File: config.mk
export PLATFORM = sky130hd
export DESIGN_NAME = rvfi_channel_sequencer
export DESIGN_NICKNAME = d
export VERILOG_FILES = /design/src/rtl/rvfi_seq_pkg.sv /design/src/rtl/rvfi_seq_fifo.sv /design/src/rtl/rvfi_channel_sequencer.sv
export SDC_FILE = /design/constraint.sdc
export NUM_CORES = 2
export LEC_CHECK = 0
export CAP_MARGIN = 20
export CORE_MARGIN = 3
export CORE_UTILIZATION = 30
export DETAILED_ROUTE_END_ITERATION = 7
export HOLD_SLACK_MARGIN = 0.03
export PLACE_DENSITY = 0.5
export SYNTH_ARGS = -nofsm -noshare
export SYNTH_HDL_FRONTEND = slang
export SYNTH_SLANG_ARGS = --single-unit
File: constraint.sdc
create_clock -name clk -period 25.8 [get_ports clk]
set_input_delay 5.16 -clock clk [delete_from_list [all_inputs] [get_ports clk]]
set_output_delay 5.16 -clock clk [all_outputs]
set_load 0.005 [all_outputs]
File: src/rtl/rvfi_seq_pkg.sv
// Shared widths and the rvfi_pkt field layout for the RVFI channel sequencer.
// The layout is a function of XLEN, so widths/offsets are exposed as functions.
package rvfi_seq_pkg;

  localparam int ORDW       = 8;
  localparam int INSN_OFF   = 0;
  localparam int INSN_W     = 32;
  localparam int TRAP_OFF   = 32;
  localparam int RS1_OFF    = 33;
  localparam int RS2_OFF    = 38;
  localparam int RD_OFF     = 43;
  localparam int REG_W      = 5;
  localparam int XFIELD_OFF = 48;

  // XLEN-wide fields follow the fixed header in this order, then rmask, wmask.
  typedef enum logic [3:0] {
    XF_PC_RDATA, XF_PC_WDATA, XF_RS1_RDATA, XF_RS2_RDATA,
    XF_RD_WDATA, XF_MEM_ADDR, XF_MEM_RDATA, XF_MEM_WDATA, XF_COUNT
  } xfield_e;

  function automatic int xfield_off(int xlen, xfield_e f);
    return XFIELD_OFF + int'(f) * xlen;
  endfunction

  function automatic int mask_off(int xlen, bit wmask);
    return XFIELD_OFF + int'(XF_COUNT) * xlen + (wmask ? xlen / 8 : 0);
  endfunction

  function automatic int pkt_w(int xlen);
    return XFIELD_OFF + int'(XF_COUNT) * xlen + 2 * (xlen / 8);
  endfunction

endpackage

File: src/rtl/rvfi_seq_fifo.sv
// Multi-write (up to NWR consecutive slots per cycle), single-read FIFO with count.
// Head data comes straight from the storage array; empty FIFO presents zero.
module rvfi_seq_fifo #(
  parameter  int W     = 8,
  parameter  int NWR   = 2,
  parameter  int DEPTH = 8,
  localparam int AW    = $clog2(DEPTH),
  localparam int CW    = AW + 1,
  localparam int NW    = $clog2(NWR + 1)
) (
  input  logic          clk,
  input  logic          srst,
  input  logic [NW-1:0] push_n,
  input  logic [W-1:0]  push_data [NWR],
  input  logic          pop,
  output logic          head_valid,
  output logic [W-1:0]  head_data,
  output logic [CW-1:0] count
);

  logic [W-1:0]  mem [DEPTH];
  logic [AW-1:0] wr_ptr_reg;
  logic [AW-1:0] rd_ptr_reg;
  logic [CW-1:0] count_reg;
  logic          pop_eff;

  assign pop_eff = pop && head_valid;

  // Storage is not reset; count gates what is visible.
  always_ff @(posedge clk) begin
    for (int k = 0; k < NWR; k++) begin
      if (k < int'(push_n)) mem[wr_ptr_reg + AW'(k)] <= push_data[k];
    end
  end

  always_ff @(posedge clk) begin
    if (srst) begin
      wr_ptr_reg <= '0;
      rd_ptr_reg <= '0;
      count_reg  <= '0;
    end else begin
      wr_ptr_reg <= wr_ptr_reg + AW'(push_n);
      if (pop_eff) rd_ptr_reg <= rd_ptr_reg + AW'(1);
      count_reg  <= count_reg + CW'(push_n) - CW'(pop_eff);
    end
  end

  assign head_valid = (count_reg != '0);
  assign head_data  = head_valid ? mem[rd_ptr_reg] : '0;
  assign count      = count_reg;

endmodule

File: src/rtl/rvfi_channel_sequencer.sv
// Serialises NRET-wide RVFI retirements into one in-order stream via a FIFO.
// Define RVFI_SEQ_ORDER_CHECK_EN to enable rvfi_order continuity checking.
module rvfi_channel_sequencer
  import rvfi_seq_pkg::*;
#(
  parameter  int NRET  = 2,
  parameter  int XLEN  = 32,
  parameter  int DEPTH = 8,
  localparam int PKTW  = pkt_w(XLEN)
) (
  input  logic                 clk,
  input  logic                 reset,
  input  logic                 enable,
  input  logic [NRET-1:0]      rvfi_valid,
  input  logic [NRET*ORDW-1:0] rvfi_order,
  input  logic [NRET*PKTW-1:0] rvfi_pkt,
  output logic                 out_valid,
  input  logic                 out_ready,
  output logic [ORDW-1:0]      out_order,
  output logic [PKTW-1:0]      out_pkt,
  output logic                 overflow,
  output logic                 order_err
);

  localparam int AW = $clog2(DEPTH);
  localparam int CW = AW + 1;
  localparam int NW = $clog2(NRET + 1);
  localparam int EW = ORDW + PKTW;

  logic [NW-1:0] rank [NRET];
  logic [NW-1:0] grp_n;
  logic [EW-1:0] grp_data [NRET];
  logic [NW-1:0] push_n;
  logic [CW-1:0] count;
  logic [CW:0]   free_slots;
  logic [EW-1:0] head_data;
  logic          pop;
  logic          accept;
  logic          drop;
  logic          overflow_reg;

  // rank[i] = number of valid channels below i, i.e. the compacted slot of channel i.
  always_comb begin
    grp_n = '0;
    for (int i = 0; i < NRET; i++) begin
      rank[i] = grp_n;
      grp_n   = grp_n + NW'(rvfi_valid[i]);
    end
  end

  genvar gi;
  generate
    for (gi = 0; gi < NRET; gi++) begin : g_slot
      always_comb begin
        grp_data[gi] = '0;
        for (int i = 0; i < NRET; i++) begin
          if (rvfi_valid[i] && rank[i] == NW'(gi))
            grp_data[gi] = {rvfi_order[i*ORDW +: ORDW], rvfi_pkt[i*PKTW +: PKTW]};
        end
      end
    end
  endgenerate

  assign pop        = out_valid && out_ready;
  assign free_slots = (CW+1)'(DEPTH) - (CW+1)'(count) + (CW+1)'(pop);
  assign accept     = enable && (grp_n != '0) && ((CW+1)'(grp_n) <= free_slots);
  assign drop       = enable && (grp_n != '0) && !accept;
  assign push_n     = accept ? grp_n : '0;

  rvfi_seq_fifo #(
    .W    (EW),
    .NWR  (NRET),
    .DEPTH(DEPTH)
  ) u_fifo (
    .clk       (clk),
    .srst      (reset),
    .push_n    (push_n),
    .push_data (grp_data),
    .pop       (pop),
    .head_valid(out_valid),
    .head_data (head_data),
    .count     (count)
  );

  assign out_order = head_data[EW-1 -: ORDW];
  assign out_pkt   = head_data[PKTW-1:0];

  // Whole group is discarded on overflow, never a partial write.
  always_ff @(posedge clk) begin
    if (reset)     overflow_reg <= 1'b0;
    else if (drop) overflow_reg <= 1'b1;
  end
  assign overflow = overflow_reg;

`ifdef RVFI_SEQ_ORDER_CHECK_EN
  logic [ORDW-1:0] expect_order_reg;
  logic [ORDW-1:0] last_order;
  logic            expect_init_reg;
  logic            order_err_reg;
  logic            mismatch;

  always_comb begin
    last_order = '0;
    mismatch   = 1'b0;
    for (int s = 0; s < NRET; s++) begin
      if (NW'(s) < grp_n) begin
        last_order = grp_data[s][EW-1 -: ORDW];
        if (last_order != expect_order_reg + ORDW'(s)) mismatch = 1'b1;
      end
    end
  end

  // expect_order follows the last accepted entry, so one bad order flags once and resyncs.
  always_ff @(posedge clk) begin
    if (reset) begin
      expect_order_reg <= '0;
      expect_init_reg  <= 1'b0;
      order_err_reg    <= 1'b0;
    end else if (accept) begin
      expect_order_reg <= last_order + ORDW'(1);
      expect_init_reg  <= 1'b1;
      if (expect_init_reg && mismatch) order_err_reg <= 1'b1;
    end
  end
  assign order_err = order_err_reg;
`else
  assign order_err = 1'b0;
`endif

endmodule

; ---- Word-level counts from Yosys, hierarchy flattened
; Memory sizes are Yosys's and may differ from the RTL's. A register that Yosys moved wholly into a read port is not among the register bits.
; Index checks and enable logic that the tools add are counted.
[totals]
ff_bits = 11
mem_bits_rw = 2560
input_bits = 646
out_inout_bits = 323
n_memories = 1
[op_classes]
n_addsub = 8
order_cmp = 3
mux = 11
reduce_logical = 11
[mem_list]
columns = name, words, word_bits, rd, rd_ports_with_merged_regs, write_ports, line_no
row1 = u_fifo.mem, 8, 320, 1, 1, 2, rvfi_seq_fifo.sv:21  ; logic [W-1:0] mem [DEPTH];
[ops]
columns = op, n
row1 = $mux 320, 4
row2 = $logic_and 1x1->1, 7
row3 = $add 3x1->3 const B, 2
row4 = $mux 3, 2
row5 = $add 5x1->5, 1
row6 = $le 2x5->1, 1
row7 = $sub 4x4->5 const A, 1
row8 = $add 4x2->4, 1
row9 = $lt 1x2->1 const A, 2
row10 = $mux 1, 4
row11 = $reduce_bool 4->1, 1
row12 = $sub 4x1->4, 1
row13 = $add 3x2->3, 1
row14 = $add 1x1->2, 1
row15 = $logic_not 2->1, 1
row16 = $mux 2, 1
row17 = $reduce_bool 2->1, 1
row18 = $logic_not 1->1, 1

; ---- Depth between registers and ports, before layout
[depth]
ltp_word = 9
mapped_depth = 23
ltp_nobuf = 21

; ---- Hierarchy
; A second synthesis with hierarchy kept.
[hier_totals]
hier_cells = 7454
area_unflattened_um2 = 133336.6
[by_module_without_submodules]
columns = module, n_inst, cells_each, area_per_inst_um2, seq_area_each_um2
row1 = rvfi_seq_fifo, 1, 6671, 127599.9, 77134.0
row2 = rvfi_channel_sequencer, 1, 783, 5736.8, 20.0

; ---- Worst setup path after synthesis
; Ideal clock, no wire load.
[synth_timing]
kind = input -> register
startpoint = input port out_ready
endpoint = memory u_fifo.mem[7][0] (netlist bit), enable pin
setup_time_ns = 1.108
arrival_ns = 22.672
t_required_ns = 24.692
setup_slack_ns = 2.021
path_stages = 13
n_path_buf = 3
path_cell_list = nand2_1 ha_1 inv_1 ha_1 inv_1 ha_1 nor2b_1 o221ai_1 buf_2 o211ai_4 buf_4 buf_6 a21oi_1
[synth_rtl]
columns = element, line_no
row1 = start: declaration, rvfi_channel_sequencer.sv:18  ; input logic out_ready,
row2 = end: declaration, rvfi_seq_fifo.sv:21

==> out/results.tsv <==
metric	value	unit
post-synthesis compound-gate area fraction	2.26	%
Post-synth ARST share	0	%
Synth Area in Adders	0.188	%
Reg clk slew, reported paths	60	ps
global placement routability congestion	0.795	
final setup TNS	0	ps
Post-synth EDFFs	2560	
syn_nets	8402	
DP HPWL	265	mm
XOR/XNOR Fraction of Synth Area	0.0650	%
ys flop type	edfxtp_1	
drc violations	0	
delay-heaviest family, CP	buffers and inverters	
Crit. End Element	output pin	
initial antenna violation count	40	
Warnings, synthesis	0	
TritonRoute pass-1 iters	5	
postcts setup bufs	0	
critical path depth	9	
H-tree Lvls	5	
Max Buffers Root-to-Sink	4	
CTS tree	done	
DIE HEIGHT	676	um
CTS Sinks	2574	
Worst Skew	55.3	ps
Core ar.	446000	sq um
Wirelength per Cell	30.8	um
Root Buffer	clkbuf_16	
Initial Util	30.2	%
Post-Syn Area	135000	sq um
area delta synth->final	17.1	%
WHS Path Cells	2	
Clock Latency Late Sink	930	ps
Worst Path Max Fanout	55	
Worst setup SP type	register	
final-report max-slew violation count	0	
post-synthesis mux area share	35.2	%
Pwr Total	12.7	mW
Worst EP required	20640	ps
die area	457000	sq um
number of unique standard cell types used by synthesis	42	
first-pass GRT wire length	630	mm
average size of a mapped cell	17.4	sq um
final core occ	35.3	%
Synth Register Bits	2574	
CP max stage delay	880	ps
Max-cap violations	0	
pwr dens	80.5	nW/um^2
grt ovf	0	
Slew Limit Headroom	26.4	%
Hold WS	490	ps
outcome	finished clean	
Bufs and invs on worst path	6	
minimum clock period	12560	ps
die width	676	um
CP cell instances	buf_4 -> buf_4 -> buf_4 -> buf_4 -> buf_4 -> mux4_2 -> mux2i_1 -> nor2_1 -> clkdlybuf4s50_1	
largest net degree at the start of global routing	105	
# nets final	8977	
Worst-Margin Slew	1100	ps
most used cell, CP	buf_4	
total track usage	19.0	%
first-iteration detailed-routing DRC count	5437	
vias after detailed routing	76430	
Syn Inst Count	7737	
Leakage	53.7	nW
Crit-path slowest cell	buf_4	
antenna viol nets, final	0	
Final setup viols	0	
Setup Slack @ Placement	13360	ps
I/O pin count	969	
CTS Buf Count	312	
fmax	79.6	MHz
Row Count	245	
layout cells sized above 1	30.2	%
Final WS setup	13240	ps
vias in the first global route	81958	
unrepaired setup endpoints after global routing	no	
Final Cycle Share	48.7	%
CTS Hold Buffers Added	0	
CP Data Arrival Time	7400	ps
largest family of logic cells by synthesized area	multiplexers	
DRT Wirelength	446	mm
IO Port Bufs	967	
Seq/Total Area, Yosys	57.3	%
# resized after CTS	0	
Final Hold Fails	0	
post-synthesis simple-gate area fraction	1.07	%
Worst Reg-to-Reg Cells	21	
worst hold path class	reg2reg	
Max VDD drop	0.0881	mV
Vias/cell	5.28	
kind of critical path	reg2out	
max reg flops	2560	
[worst paths after layout]
check,to,from,slack [ps]
setup / recovery,out_pkt[201],register,13240
setup reg to reg,u_fifo.mem[3][127]$_DFFE_PP_,u_fifo.count[2]$_SDFF_PP0_,17030
hold reg to reg,register,u_fifo.rd_ptr_reg[1]$_SDFFE_PP0P_,490
hold / removal,register,u_fifo.rd_ptr_reg[1]$_SDFFE_PP0P_,490
[Yosys cell counts (2+ instances only)]
cell type	count	area share [%]
a21oi_1	9	0.033
a22o_1	319	2.1
and3_1	3	0.014
buf_1	358	1.0
buf_2	109	0.41
buf_4	5	0.028
buf_6	225	1.9
clkbuf_1	192	0.54
dfxtp_1	14	0.21
edfxtp_1	2560	57
fa_1	2	0.030
ha_1	17	0.16
inv_1	17	0.047
mux2_1	1229	10
mux2_2	1062	8.9
mux2_4	269	3.0
mux2i_1	320	2.4
mux4_2	640	11
nand2_1	6	0.017
nand3_1	7	0.026
nor2_1	335	0.93
nor2b_1	6	0.028
nor3_1	2	0.0074
nor3b_1	3	0.017
o211ai_4	6	0.095
o221ai_1	2	0.013
or3_1	2	0.0093
xnor2_1	3	0.020
xor2_1	2	0.013
[report_power, final]
part	total, mW	internal [mW]	switching [mW]
clock network	4.17	2.37	1.80
registers	4.87	4.82	0.0504
logic	3.65	1.74	1.91
total	12.7	8.93	3.76
[cells by family (layout without fill, tap and decap cells)]
kind of cell               after synthesis  after routing
AOI/OAI and AO/OA                      343            343
xor gates and xnor gates                 7              7
adders and majority gates               19             19
buffers and inverters                  906           1707
DFF                                   2574           2574
muxes                                 3520           3520
other                                    1             11
and+or+nand+nor                        367            367
[worst register-to-register path, cell delays in order (launching register included)]
cell	delay (ps)
dfxtp_1	310
inv_1	130
ha_1	170
and3_4	490
buf_4	650
inv_1	210
nand2_1	230
ha_1	240
inv_1	60
ha_1	290
inv_1	60
ha_1	330
nor2b_1	170
o221ai_2	180
buf_4	310
o211ai_4	110
buf_4	450
a21oi_4	860
buf_4	950
buf_4	680
buf_4	630
buf_4	800
[metal layers]
layer | GRT usage, % | share of wire (%) | vias up
met5 | 0 | 0.045 | -
met4 | 4.20 | 2.3 | 34
met1 | 25.8 | 44 | 41524
met2 | 31.8 | 49 | 2139
li1 | - | - | 32191
met3 | 3.17 | 5.1 | 542
[layout make-up]
cell class | count | area [sq um]
Fill cell | 42404 | 289000
Sequential cell | 2574 | 77200
Multi-Input combinational cell | 4257 | 52400
Timing Repair Buffer | 1150 | 11300
Clock buffer | 397 | 8240
Tap cell | 5928 | 7420
Clock inverter | 143 | 1160
Inverter | 17 | 63.8
Antenna cell | 10 | 25.0
[placed cells by master, fill, tap and decap left out, drive strengths merged, types with 3 or more instances in the layout]
master,instances
a21oi,9
a22o,319
and3,3
buf,183
bufinv,11
clkbuf,397
clkdlybuf4s50,967
clkinv,116
clkinvlp,5
dfxtp,14
diode,10
edfxtp,2560
ha,17
inv,28
mux2,2560
mux2i,320
mux4,640
nand2,6
nand3,7
nor2,335
nor2b,6
nor3b,3
o211ai,7
xnor2,4
xor2,3
[metrics by stage]
stage | area [sq um] | instances
final | 158000 | 14476
after global routing | 158000 | 14469
after floorplan | 135000 | 7737
after CTS | 158000 | 14465
after detailed placement | 148000 | 13925
after global placement | 148000 | 13924
No activity file was read; power rests on OpenSTA's default activity.
